--- config.mk ---
export PLATFORM = sky130hd
export DESIGN_NAME = tbox_grid
export DESIGN_NICKNAME = d
export VERILOG_FILES = /design/src/rtl/tbox_pkg.sv /design/src/rtl/tbox_line_scan.sv /design/src/rtl/tbox_grid.sv
export SDC_FILE = /design/constraint.sdc
export NUM_CORES = 1
export LEC_CHECK = 0
export ABC_AREA = 1
export ABC_CLOCK_PERIOD_IN_PS = 4100
export CORE_MARGIN = 2
export CORE_UTILIZATION = 51
export DETAILED_ROUTE_END_ITERATION = 8
export PLACE_DENSITY = 0.86
export SLEW_MARGIN = 10
export SYNTH_ARGS = -nofsm -noshare
export SYNTH_HDL_FRONTEND = slang
export SYNTH_SLANG_ARGS = --single-unit
--- constraint.sdc ---
create_clock -name clk -period 4.1 [get_ports clk]
set_input_delay 0.615 -clock clk [delete_from_list [all_inputs] [get_ports clk]]
set_output_delay 0.615 -clock clk [all_outputs]
set_load 0.005 [all_outputs]
--- src/rtl/tbox_pkg.sv ---
// tbox_pkg -- shared definitions for the tic-tac-toe style grid block.
//   game_state encodings : GS_PLAY, GS_XWIN, GS_OWIN, GS_DRAW
//   FSM state encoding   : state_t with ST_PLAY, ST_CHECK, ST_OVER
//   scan directions      : dir_t (horizontal, vertical, diagonal, anti-diagonal)
package tbox_pkg;

   localparam logic [1:0] GS_PLAY = 2'b00;
   localparam logic [1:0] GS_XWIN = 2'b01;
   localparam logic [1:0] GS_OWIN = 2'b10;
   localparam logic [1:0] GS_DRAW = 2'b11;

   // FSM states kept as plain constants so the encoding is stable on the
   // fsm_state debug port.
   typedef logic [1:0] state_t;
   localparam state_t ST_PLAY  = 2'd0;
   localparam state_t ST_CHECK = 2'd1;
   localparam state_t ST_OVER  = 2'd2;

   // Scan order is the enum order: H, V, D, A.
   typedef enum logic [1:0] {
      DIR_H = 2'd0,
      DIR_V = 2'd1,
      DIR_D = 2'd2,
      DIR_A = 2'd3
   } dir_t;

   localparam logic SYM_X = 1'b1;

endpackage

--- src/rtl/tbox_line_scan.sv ---
// tbox_line_scan -- combinational evaluation of one scan offset.
// Given the scan direction, the signed offset along it, the placed cell
// (1-based row/col) and the board, decides whether the offset cell is on the
// board, occupied and carries the placed symbol, and returns the next run
// count (incremented on a hit, cleared otherwise).
//   dir      : scan direction
//   offset   : signed offset along the direction, -(K-1)..+(K-1)
//   prow/pcol: 1-based coordinates of the placed cell
//   psym     : placed symbol (1=X, 0=O)
//   valid    : cell occupied flags, index (row-1)*N+(col-1)
//   symbol   : cell symbols
//   run_cur  : current run count
//   run_next : run count after this offset
module tbox_line_scan
   import tbox_pkg::*;
#(
   parameter int N = 3,
   parameter int K = 3
) (
   input  dir_t                     dir,
   input  logic signed [3:0]        offset,
   input  logic [$clog2(N+1)-1:0]   prow,
   input  logic [$clog2(N+1)-1:0]   pcol,
   input  logic                     psym,
   input  logic [N*N-1:0]           valid,
   input  logic [N*N-1:0]           symbol,
   input  logic [$clog2(K+1)-1:0]   run_cur,
   output logic [$clog2(K+1)-1:0]   run_next
);

   localparam int IW  = $clog2(N*N);
   localparam int RCW = $clog2(K+1);

   logic signed [5:0] pr, pc, off, r, c;
   logic              on_board;
   logic              hit;
   logic [IW-1:0]     idx;
   int                lin;

   always_comb begin
      // 0-based placed coordinates and a sign-extended offset; 6 bits covers
      // -7..14 for every legal N and K.
      pr  = $signed({2'b00, 4'(prow)}) - 6'sd1;
      pc  = $signed({2'b00, 4'(pcol)}) - 6'sd1;
      off = {{2{offset[3]}}, offset};
      r   = pr;
      c   = pc;
      case (dir)
         DIR_H:   begin r = pr;       c = pc + off; end
         DIR_V:   begin r = pr + off; c = pc;       end
         DIR_D:   begin r = pr + off; c = pc + off; end
         DIR_A:   begin r = pr + off; c = pc - off; end
         default: begin r = pr;       c = pc;       end
      endcase
      on_board = (r >= 6'sd0) && (r < 6'(N)) && (c >= 6'sd0) && (c < 6'(N));
      lin      = int'(r) * N + int'(c);
      idx      = IW'(lin);
      // idx is only meaningful when on_board holds.
      hit      = on_board && valid[idx] && (symbol[idx] == psym);
      run_next = hit ? run_cur + RCW'(1) : '0;
   end

endmodule

--- src/rtl/tbox_grid.sv ---
// tbox_grid -- N x N tic-tac-toe style board with K-in-a-row win detection.
// Moves are accepted in PLAY; each accepted move is followed by a CHECK phase
// that walks the four lines through the placed cell one offset per cycle.
//   clk, reset_n    : clock, synchronous active-low reset
//   new_game        : synchronous board clear (wins over move_req)
//   move_req/row/col: move request with 1-based coordinates
//   ready           : high only in PLAY
//   move_ack/err    : registered one-cycle response pulses
//   valid/symbol    : board state, index (row-1)*N+(col-1), 1=X 0=O
//   turn            : symbol of the next move (X first)
//   move_count      : occupied cell count
//   game_state      : 00 playing, 01 X wins, 10 O wins, 11 draw
//   fsm_state       : current FSM state (debug)
//
// Handshake: a move transfers on a rising edge where move_req=1 and ready=1;
// the outcome appears as exactly one of move_ack/move_err in the following
// cycle. move_req while ready=0 is ignored in CHECK; in OVER every request is
// answered with move_err. new_game in the same cycle drops the move silently.
module tbox_grid
   import tbox_pkg::*;
#(
   parameter  int N     = 3,
   parameter  int K     = 3,
   localparam int RW    = $clog2(N+1),
   localparam int CELLS = N*N,
   localparam int MCW   = $clog2(CELLS+1)
) (
   input  logic             clk,
   input  logic             reset_n,
   input  logic             new_game,
   input  logic             move_req,
   input  logic [RW-1:0]    row,
   input  logic [RW-1:0]    col,
   output logic             ready,
   output logic             move_ack,
   output logic             move_err,
   output logic [CELLS-1:0] valid,
   output logic [CELLS-1:0] symbol,
   output logic             turn,
   output logic [MCW-1:0]   move_count,
   output logic [1:0]       game_state,
   output logic [1:0]       fsm_state
);

   localparam int IW  = $clog2(CELLS);
   localparam int RCW = $clog2(K+1);
   localparam logic signed [3:0] OFF_MIN = 4'(1 - K);
   localparam logic signed [3:0] OFF_MAX = 4'(K - 1);

   state_t            state_q;
   logic [CELLS-1:0]  valid_q, symbol_q;
   logic              turn_q;
   logic [MCW-1:0]    count_q;
   logic [1:0]        gs_q;
   logic              ack_q, err_q;
   logic [RW-1:0]     prow_q, pcol_q;
   logic              psym_q;
   dir_t              dir_q, dir_nx;
   logic signed [3:0] off_q;
   logic [RCW-1:0]    run_q, run_nx;

   logic              row_ok, col_ok, accept;
   logic [IW-1:0]     mv_idx;
   int                mv_lin;

   // Move decode: coordinates in range and target cell empty.
   always_comb begin
      row_ok = (row != '0) && (row <= RW'(N));
      col_ok = (col != '0) && (col <= RW'(N));
      mv_lin = (int'(row) - 1) * N + int'(col) - 1;
      mv_idx = IW'(mv_lin);
      accept = row_ok && col_ok && !valid_q[mv_idx];
   end

   always_comb begin
      dir_nx = DIR_H;
      case (dir_q)
         DIR_H:   dir_nx = DIR_V;
         DIR_V:   dir_nx = DIR_D;
         DIR_D:   dir_nx = DIR_A;
         default: dir_nx = DIR_H;
      endcase
   end

   tbox_line_scan #(.N(N), .K(K)) u_scan (
      .dir      (dir_q),
      .offset   (off_q),
      .prow     (prow_q),
      .pcol     (pcol_q),
      .psym     (psym_q),
      .valid    (valid_q),
      .symbol   (symbol_q),
      .run_cur  (run_q),
      .run_next (run_nx)
   );

   always_ff @(posedge clk) begin
      if (!reset_n || new_game) begin
         state_q  <= ST_PLAY;
         valid_q  <= '0;
         symbol_q <= '0;
         turn_q   <= SYM_X;
         count_q  <= '0;
         gs_q     <= GS_PLAY;
         ack_q    <= 1'b0;
         err_q    <= 1'b0;
         prow_q   <= '0;
         pcol_q   <= '0;
         psym_q   <= 1'b0;
         dir_q    <= DIR_H;
         off_q    <= OFF_MIN;
         run_q    <= '0;
      end else begin
         ack_q <= 1'b0;
         err_q <= 1'b0;
         case (state_q)
            ST_PLAY: begin
               if (move_req) begin
                  if (accept) begin
                     valid_q[mv_idx]  <= 1'b1;
                     symbol_q[mv_idx] <= turn_q;
                     turn_q           <= ~turn_q;
                     count_q          <= count_q + MCW'(1);
                     ack_q            <= 1'b1;
                     prow_q           <= row;
                     pcol_q           <= col;
                     psym_q           <= turn_q;
                     dir_q            <= DIR_H;
                     off_q            <= OFF_MIN;
                     run_q            <= '0;
                     state_q          <= ST_CHECK;
                  end else begin
                     err_q <= 1'b1;
                  end
               end
            end
            ST_CHECK: begin
               if (run_nx == RCW'(K)) begin
                  // Early exit as soon as the run reaches K.
                  gs_q    <= (psym_q == SYM_X) ? GS_XWIN : GS_OWIN;
                  state_q <= ST_OVER;
               end else if (off_q == OFF_MAX) begin
                  if (dir_q == DIR_A) begin
                     if (count_q == MCW'(CELLS)) begin
                        gs_q    <= GS_DRAW;
                        state_q <= ST_OVER;
                     end else begin
                        state_q <= ST_PLAY;
                     end
                  end else begin
                     // New direction: run restarts from zero.
                     dir_q <= dir_nx;
                     off_q <= OFF_MIN;
                     run_q <= '0;
                  end
               end else begin
                  off_q <= off_q + 4'sd1;
                  run_q <= run_nx;
               end
            end
            ST_OVER: begin
               if (move_req) err_q <= 1'b1;
            end
            default: state_q <= ST_PLAY;
         endcase
      end
   end

   assign ready      = (state_q == ST_PLAY);
   assign move_ack   = ack_q;
   assign move_err   = err_q;
   assign valid      = valid_q;
   assign symbol     = symbol_q;
   assign turn       = turn_q;
   assign move_count = count_q;
   assign game_state = gs_q;
   assign fsm_state  = state_q;

endmodule

# After elaboration in Yosys (flattened, before gate mapping)
# Index checks and enable logic that the tools add are counted.
dict set report word_totals {
  regBits 42
  word_cells 134
}
dict set report op_classes {
  add_sub_neg 12
  n_mul 2
  order_cmp 9
  n_eq_ne 17
  mux 46
  bitwise 5
  reduce_logical 29
}
# operator count
set ops {}
lappend ops {{$mux 2} 20}
lappend ops {{$mux 4} 5}
lappend ops {{$pmux 6 s3} 1}
lappend ops {{$bmux 1 s4} 3}
lappend ops {{$ge 6x1->1 const B} 2}
lappend ops {{$lt 6x3->1 const B} 2}
lappend ops {{$pmux 2 s3} 2}
lappend ops {{$pmux 6 s2} 1}
lappend ops {{$reduce_bool 2->1} 6}
lappend ops {{$add 3x4->5} 2}
lappend ops {{$logic_and 1x1->1} 10}
lappend ops {{$lt 4x5->1 const B} 2}
lappend ops {{$reduce_and 5->1} 2}
lappend ops {{$bwmux 9} 1}
lappend ops {{$ne 3x3->1 const B} 3}
lappend ops {{$or 9x9->9} 1}
lappend ops {{$sub 2x1->3 const B} 3}
lappend ops {{$eq 2x2->1 const B} 4}
lappend ops {{$mux 1} 8}
lappend ops {{$ne 2x2->1 const B} 4}
lappend ops {{$pmux 2 s2} 2}
lappend ops {{$pmux 4 s2} 1}
lappend ops {{$mul 6x3->4 const B} 1}
lappend ops {{$reduce_and 6->1} 1}
lappend ops {{25 further kinds} 33}

# Logic depth before layout (Yosys ltp)
dict set report depth {
  word_depth 13
  ltp_mapped 27
}

# Hierarchy
# Synthesis repeated with hierarchy kept, for this count alone.
dict set report hier_totals {
  cells_unflattened 511
  area_unflattened_um2 3374.5
}
# module n_inst cells_per_inst area_each_um2 seq_area_each_um2
set modules_own_cells {}
lappend modules_own_cells {tbox_grid 1 332 2343.5 840.8}
lappend modules_own_cells {tbox_line_scan 1 179 1031.0 0.0}

# Worst setup path before layout
# OpenSTA, ideal clock, no wires.
dict set report synth_path {
  kind {register -> register}
  from {register off_q[1]}
  to {register off_q[0]}
  arrival_ns 3.705
  required_ns 3.986
  path_slack_ns 0.281
  stages_incl_launch_ff 23
  n_path_buf 0
  cell_sequence {dfxtp_1 inv_1 ha_1 o21ai_0 fa_1 nand2_1 nand2_1 o21a_1 inv_1 fa_1 fa_1 nor3_1 nand2_1 inv_1 nand3_1 nand3_1 nand2_1 nor2_2 nand3_2 nand3_4 nand2_1 nand2_1 nor2_2}
}
dict set report synth_via {
  elab_chain_cells 12
  elab_cells_between_ends 30
}
# element line_no
set synth_lines {}
lappend synth_lines {{start: declaration} tbox_grid.sv:59} ;# logic signed [3:0] off_q;
lappend synth_lines {{start signal: assignment} tbox_grid.sv:157} ;# off_q <= off_q + 4'sd1;
lappend synth_lines {{$add 3x4->5} {tbox_line_scan.sv:50, tbox_line_scan.sv:51, tbox_line_scan.sv:52}}
lappend synth_lines {{$pmux 6 s2} tbox_line_scan.sv:48} ;# case (dir)
lappend synth_lines {{$mul 6x3->4 (tied with other cells)} tbox_line_scan.sv:56} ;# lin = int'(r) * N + int'(c);
lappend synth_lines {{$add 4x4->4 or $logic_and 1x1->1 (tied branches)} {tbox_line_scan.sv:56, tbox_line_scan.sv:55}}
lappend synth_lines {{$bmux 1 s4 or $logic_and 1x1->1 (tied branches)} {tbox_line_scan.sv:59, tbox_line_scan.sv:55}}
lappend synth_lines {{$mux 1 (implied by the code) or $logic_and 1x1->1 (tied branches)} {tbox_line_scan.sv:59, tbox_line_scan.sv:55}}
lappend synth_lines {{$eq 1x1->1 or $logic_and 1x1->1 (tied branches)} tbox_line_scan.sv:59} ;# hit = on_board && valid[idx] && (symbol[idx] == psym);
lappend synth_lines {{$logic_and 1x1->1} tbox_line_scan.sv:59}
lappend synth_lines {{$mux 2} tbox_line_scan.sv:60} ;# run_next = hit ? run_cur + RCW'(1) : '0;
lappend synth_lines {{$eq 2x2->1} tbox_grid.sv:138} ;# if (run_nx == RCW'(K)) begin
lappend synth_lines {{$ne 2x2->1 (no line)} --}
lappend synth_lines {{$reduce_and 5->1 (no line)} --}
# Parallel ways exist; a longest one is shown, timed or not. The select of a mux whose other input is x is not followed.
# A chain may end at the register's enable or synchronous reset.

# Worst setup path after layout
dict set report layout_path {
  from {register off_q[0]}
  to {register run_q[0]}
}
dict set report layout_via {
  elab_chain_cells 12
  elab_cells_between_ends 30
}
# element line_no
set layout_lines {}
lappend layout_lines {{$add 3x4->5} {tbox_line_scan.sv:50, tbox_line_scan.sv:51, tbox_line_scan.sv:52}}
lappend layout_lines {{$pmux 6 s2} tbox_line_scan.sv:48}
lappend layout_lines {{$mul 6x3->4 (tied with other cells)} tbox_line_scan.sv:56}
lappend layout_lines {{$add 4x4->4 or $logic_and 1x1->1 (tied branches)} {tbox_line_scan.sv:56, tbox_line_scan.sv:55}}
lappend layout_lines {{$bmux 1 s4 or $logic_and 1x1->1 (tied branches)} {tbox_line_scan.sv:59, tbox_line_scan.sv:55}}
lappend layout_lines {{$mux 1 (implied by the code) or $logic_and 1x1->1 (tied branches)} {tbox_line_scan.sv:59, tbox_line_scan.sv:55}}
lappend layout_lines {{$eq 1x1->1 or $logic_and 1x1->1 (tied branches)} tbox_line_scan.sv:59}
lappend layout_lines {{$logic_and 1x1->1} tbox_line_scan.sv:59}
lappend layout_lines {{$mux 2} tbox_line_scan.sv:60}
lappend layout_lines {{$eq 2x2->1 or $mux 2 (tied branches)} {tbox_grid.sv:138, tbox_grid.sv:142}}
lappend layout_lines {{$ne 2x2->1 (no line) or $mux 2 (tied branches)} --}
lappend layout_lines {{$reduce_and 5->1 (no line) or $pmux 2 s2 (tied branches)} --}
lappend layout_lines {{end signal: assignment} tbox_grid.sv:158} ;# run_q <= run_nx;
lappend layout_lines {{end: declaration} tbox_grid.sv:60} ;# logic [RCW-1:0] run_q, run_nx;
# Parallel ways exist; a longest one is shown, timed or not. The select of a mux whose other input is x is not followed.

==> impl_metrics.py <==
metrics = {
    "outcome": {
        "status": "finished clean",
    },
    "grt": {
        "grt_pass1_wl_um": 13500,
        "grt_pass1_vias": 2982,
        "grt_max_degree": 28,
        "overflow": 0,
        "antenna_found_initial": 0,
        "grt_usage_pct": 23.1,
    },
    "placement": {
        "place.detailed.hpwl_um": 6080,
        "io_buffers": 37,
        "dp_slack_ns": -0.0598,
        "gp_congestion": 0.921,
    },
    "cells_and_area": {
        "fin_nets": 547,
        "diodes": 0,
        "areaGrowthSynthToFinish_pct": 25.3,
        "drive_above_1_share_pct": 19.5,
    },
    "synth": {
        "seq_area_frac_synth_pct": 26.4,
        "synth.net_count": 495,
        "synth_largest_area_cell": "dfxtp_1",
        "ys.flop_type": "dfxtp_1",
        "ys_types": 42,
        "async_flop_share_pct": 0,
        "synth-seq-cells": 42,
        "synth_area_leaders": "dfxtp_1 26%, ha_1 13%, inv_1 7.9%",
        "synth_cells": 449,
        "synthTopCellsByCount": "67 x inv_1, 67 x nand2_1, 53 x nor2_1",
        "synth_area_per_cell_um2": 7.09,
        "yosys_warnings": 0,
        "synth_edf_count": 0,
        "synth_area_mm2": 0.00318,
        "synth_top_area_share_pct": 26.4,
    },
    "worst_setup_path": {
        "r2r_start": "off_q[0]$_SDFFE_PP0P_",
        "ff2ff_path_depth": 21,
        "reg2reg_slack_ns": 0.07,
        "crit_type": "reg2reg",
        "cp-start-kind": "flip-flop",
        "crit_path_max_fanout": 5,
        "end_kind": "flip-flop",
        "required_ns": 4.31,
        "cp.arrival_ns": 4.24,
        "reg2reg_to": "run_q[0]$_SDFFE_PP0P_",
    },
    "floorplanning": {
        "core.rowCount": 28,
        "die-width_um": 83.0,
        "io_pins": 38,
        "start_util_pct": 53.2,
        "coreArea_mm2": 0.00599,
        "dieArea_mm2": 0.00689,
        "fp.dieH_um": 83.0,
    },
    "job": {
        "drv_cap": 0,
    },
    "worst_hold_path": {
        "hold_path.class": "reg2reg",
        "min_to": "game_state[0]$_SDFFE_PP0P_",
        "holdPathStages": 2,
        "min_from": "game_state[0]$_SDFFE_PP0P_",
    },
    "route": {
        "final_antenna_net_count": 0,
        "drc": 0,
        "vias": 3234,
        "wl_um": 8630,
        "vias_per_cell": 5.60,
        "first_iter_violations": 214,
        "wl_per_cell_um": 15.0,
        "first_pass_iters": 7,
    },
    "clocking": {
        "numCtsBuffers": 5,
        "clk_pin_slew_worst_paths_ns": 0.09,
        "cts_buffer_depth": 2,
        "cts.sinks": 42,
        "cts_tree": "built",
        "insertion_delay_ns": 0.31,
        "htree_levels": 2,
        "cts_root_buffer": "clkbuf_8",
    },
    "power_and_ir_drop": {
        "ir_drop_uv": 246,
        "power_mw": 1.38,
        "pwr_density_cell_mw_per_mm2": 347,
        "leakagePower_nw": 1.69,
    },
    "sta": {
        "fin_skew_ns": 0.00429,
        "finalSetupTns_ns": 0,
        "worst_slack_ns": 0.0748,
        "setup_viol": 0,
        "hold_viol_final": 0,
        "rsz0062_at_grt": "true",
        "fin_crit_sh_pct": 98.2,
        "slew_headroom_pct": 59.8,
        "max_freq_ghz": 0.248,
        "tightest_slew_ns": 0.600,
        "period_needed_ns": 4.03,
        "finalMaxSlewViolations": 0,
    },
}
[critical path: stages (launching register included)]
cell and delay [ns]:
dfxtp_4 0.37, buf_12 0.13, ha_4 0.16, inv_2 0.06, fa_2 0.45, o21ai_4 0.23
ha_4 0.24, fa_1 0.52, fa_2 0.63, inv_2 0.06, o211ai_1 0.09, nand2_1 0.10
inv_1 0.06, nand2_1 0.06, nand3_2 0.07, nand2_2 0.06, nor2_4 0.17, nand3_4 0.13
nand3_4 0.15, nand2_1 0.07, nand2_1 0.08, nor2_2 0.03
[how the worst max path moves through the flow]
stage	start	to	slack [ns]	cells after the start
2_1_floorplan	off_q[1]$_SDFFE_PP1P_	off_q[0]$_SDFFE_PP0P_	0.28	22
3_3_place_gp	prow_q[0]$_SDFFE_PP0P_	run_q[1]$_SDFFE_PP0P_	0.07	19
3_5_place_dp	off_q[0]$_SDFFE_PP0P_	run_q[1]$_SDFFE_PP0P_	-0.06	21
4_1_cts	prow_q[0]$_SDFFE_PP0P_	run_q[1]$_SDFFE_PP0P_	0.002	23
5_1_grt	off_q[0]$_SDFFE_PP0P_	run_q[0]$_SDFFE_PP0P_	-0.1	25
6_report	off_q[0]$_SDFFE_PP0P_	run_q[0]$_SDFFE_PP0P_	0.07	21
[cell type report]
cell class	count	area, µm²
clock buffer	5	68.8
clock inverter	3	27.5
fill	475	2000
inverter	78	293
multi-input combinational	324	2180
sequential	42	847
tap	75	93.8
timing repair buffer	50	480
[metrics by stage]
stage	utilization [%]	instance area (µm²)	hold slack, ns	cells
6_report	66.6	3990	0.450	577
4_1_cts	62.5	3740	0.453	569
2_1_floorplan	-	3180	0.434	449
3_5_place_dp	60.8	3640	0.440	561
5_1_grt	66.6	3990	0.492	577
3_3_place_gp	60.8	3640	0.441	561
[what timing repair did]
item | CTS | global route
hold buffers | 0 | 0
resized for setup | 4 | 41
buffers inserted | 0 | 7
pin swaps | 1 | 18
cloned | 0 | 1
setup endpoints to repair | 11 | 12
[sequential cells by signal, indices dropped and copies added, names as in the netlist]
register    flops
game_state      2
off_q           4
pcol_q          2
move_ack        1
move_count      4
fsm_state       2
run_q           2
psym_q          1
prow_q          2
symbol          9
valid           9
turn            1
dir_q           2
move_err        1
[kinds of logic after synthesis]
group	synth area share (%)
fa+ha+maj	16.1
xor+xnor	2.16
simple gates	28.7
compound gates	15.8
buf+inv	10.8
flops	26.4
[layer usage]
metal	wire (µm)	vias up	global-route usage (%)	part of all wire, %
met5	0	-	0	0
met4	315	0	9.39	3.6
met3	369	33	3.48	4.3
met2	4420	119	42.1	51
met1	3530	1505	27.0	41
li1	-	1577	-	-
[cells in the final DEF (no fill, tap or decap), drive strengths merged, types with 2 or more instances in the layout]
master and n:
o21ai 35, a22oi 3, inv 80, nand3 41, xnor2 6, o211ai 4
buf 13, nor3 9, clkdlybuf4s50 37, nand4 3, nand2 74, fa 5
dfxtp 42, ha 33, clkbuf 5, nor2 62, a211oi 2, a21oi 31
o21a 3, o31ai 2, a31oi 3, o21bai 2
[report_power, final]
part / internal [mW] / leakage (nW) / switching (mW)
Combinational: 0.255 / 1.30 / 0.402
Clock: 0.126 / 0.0467 / 0.171
Sequential: 0.418 / 0.341 / 0.0106
Total: 0.799 / 1.69 / 0.585
No activity file was read; power rests on OpenSTA's default activity.
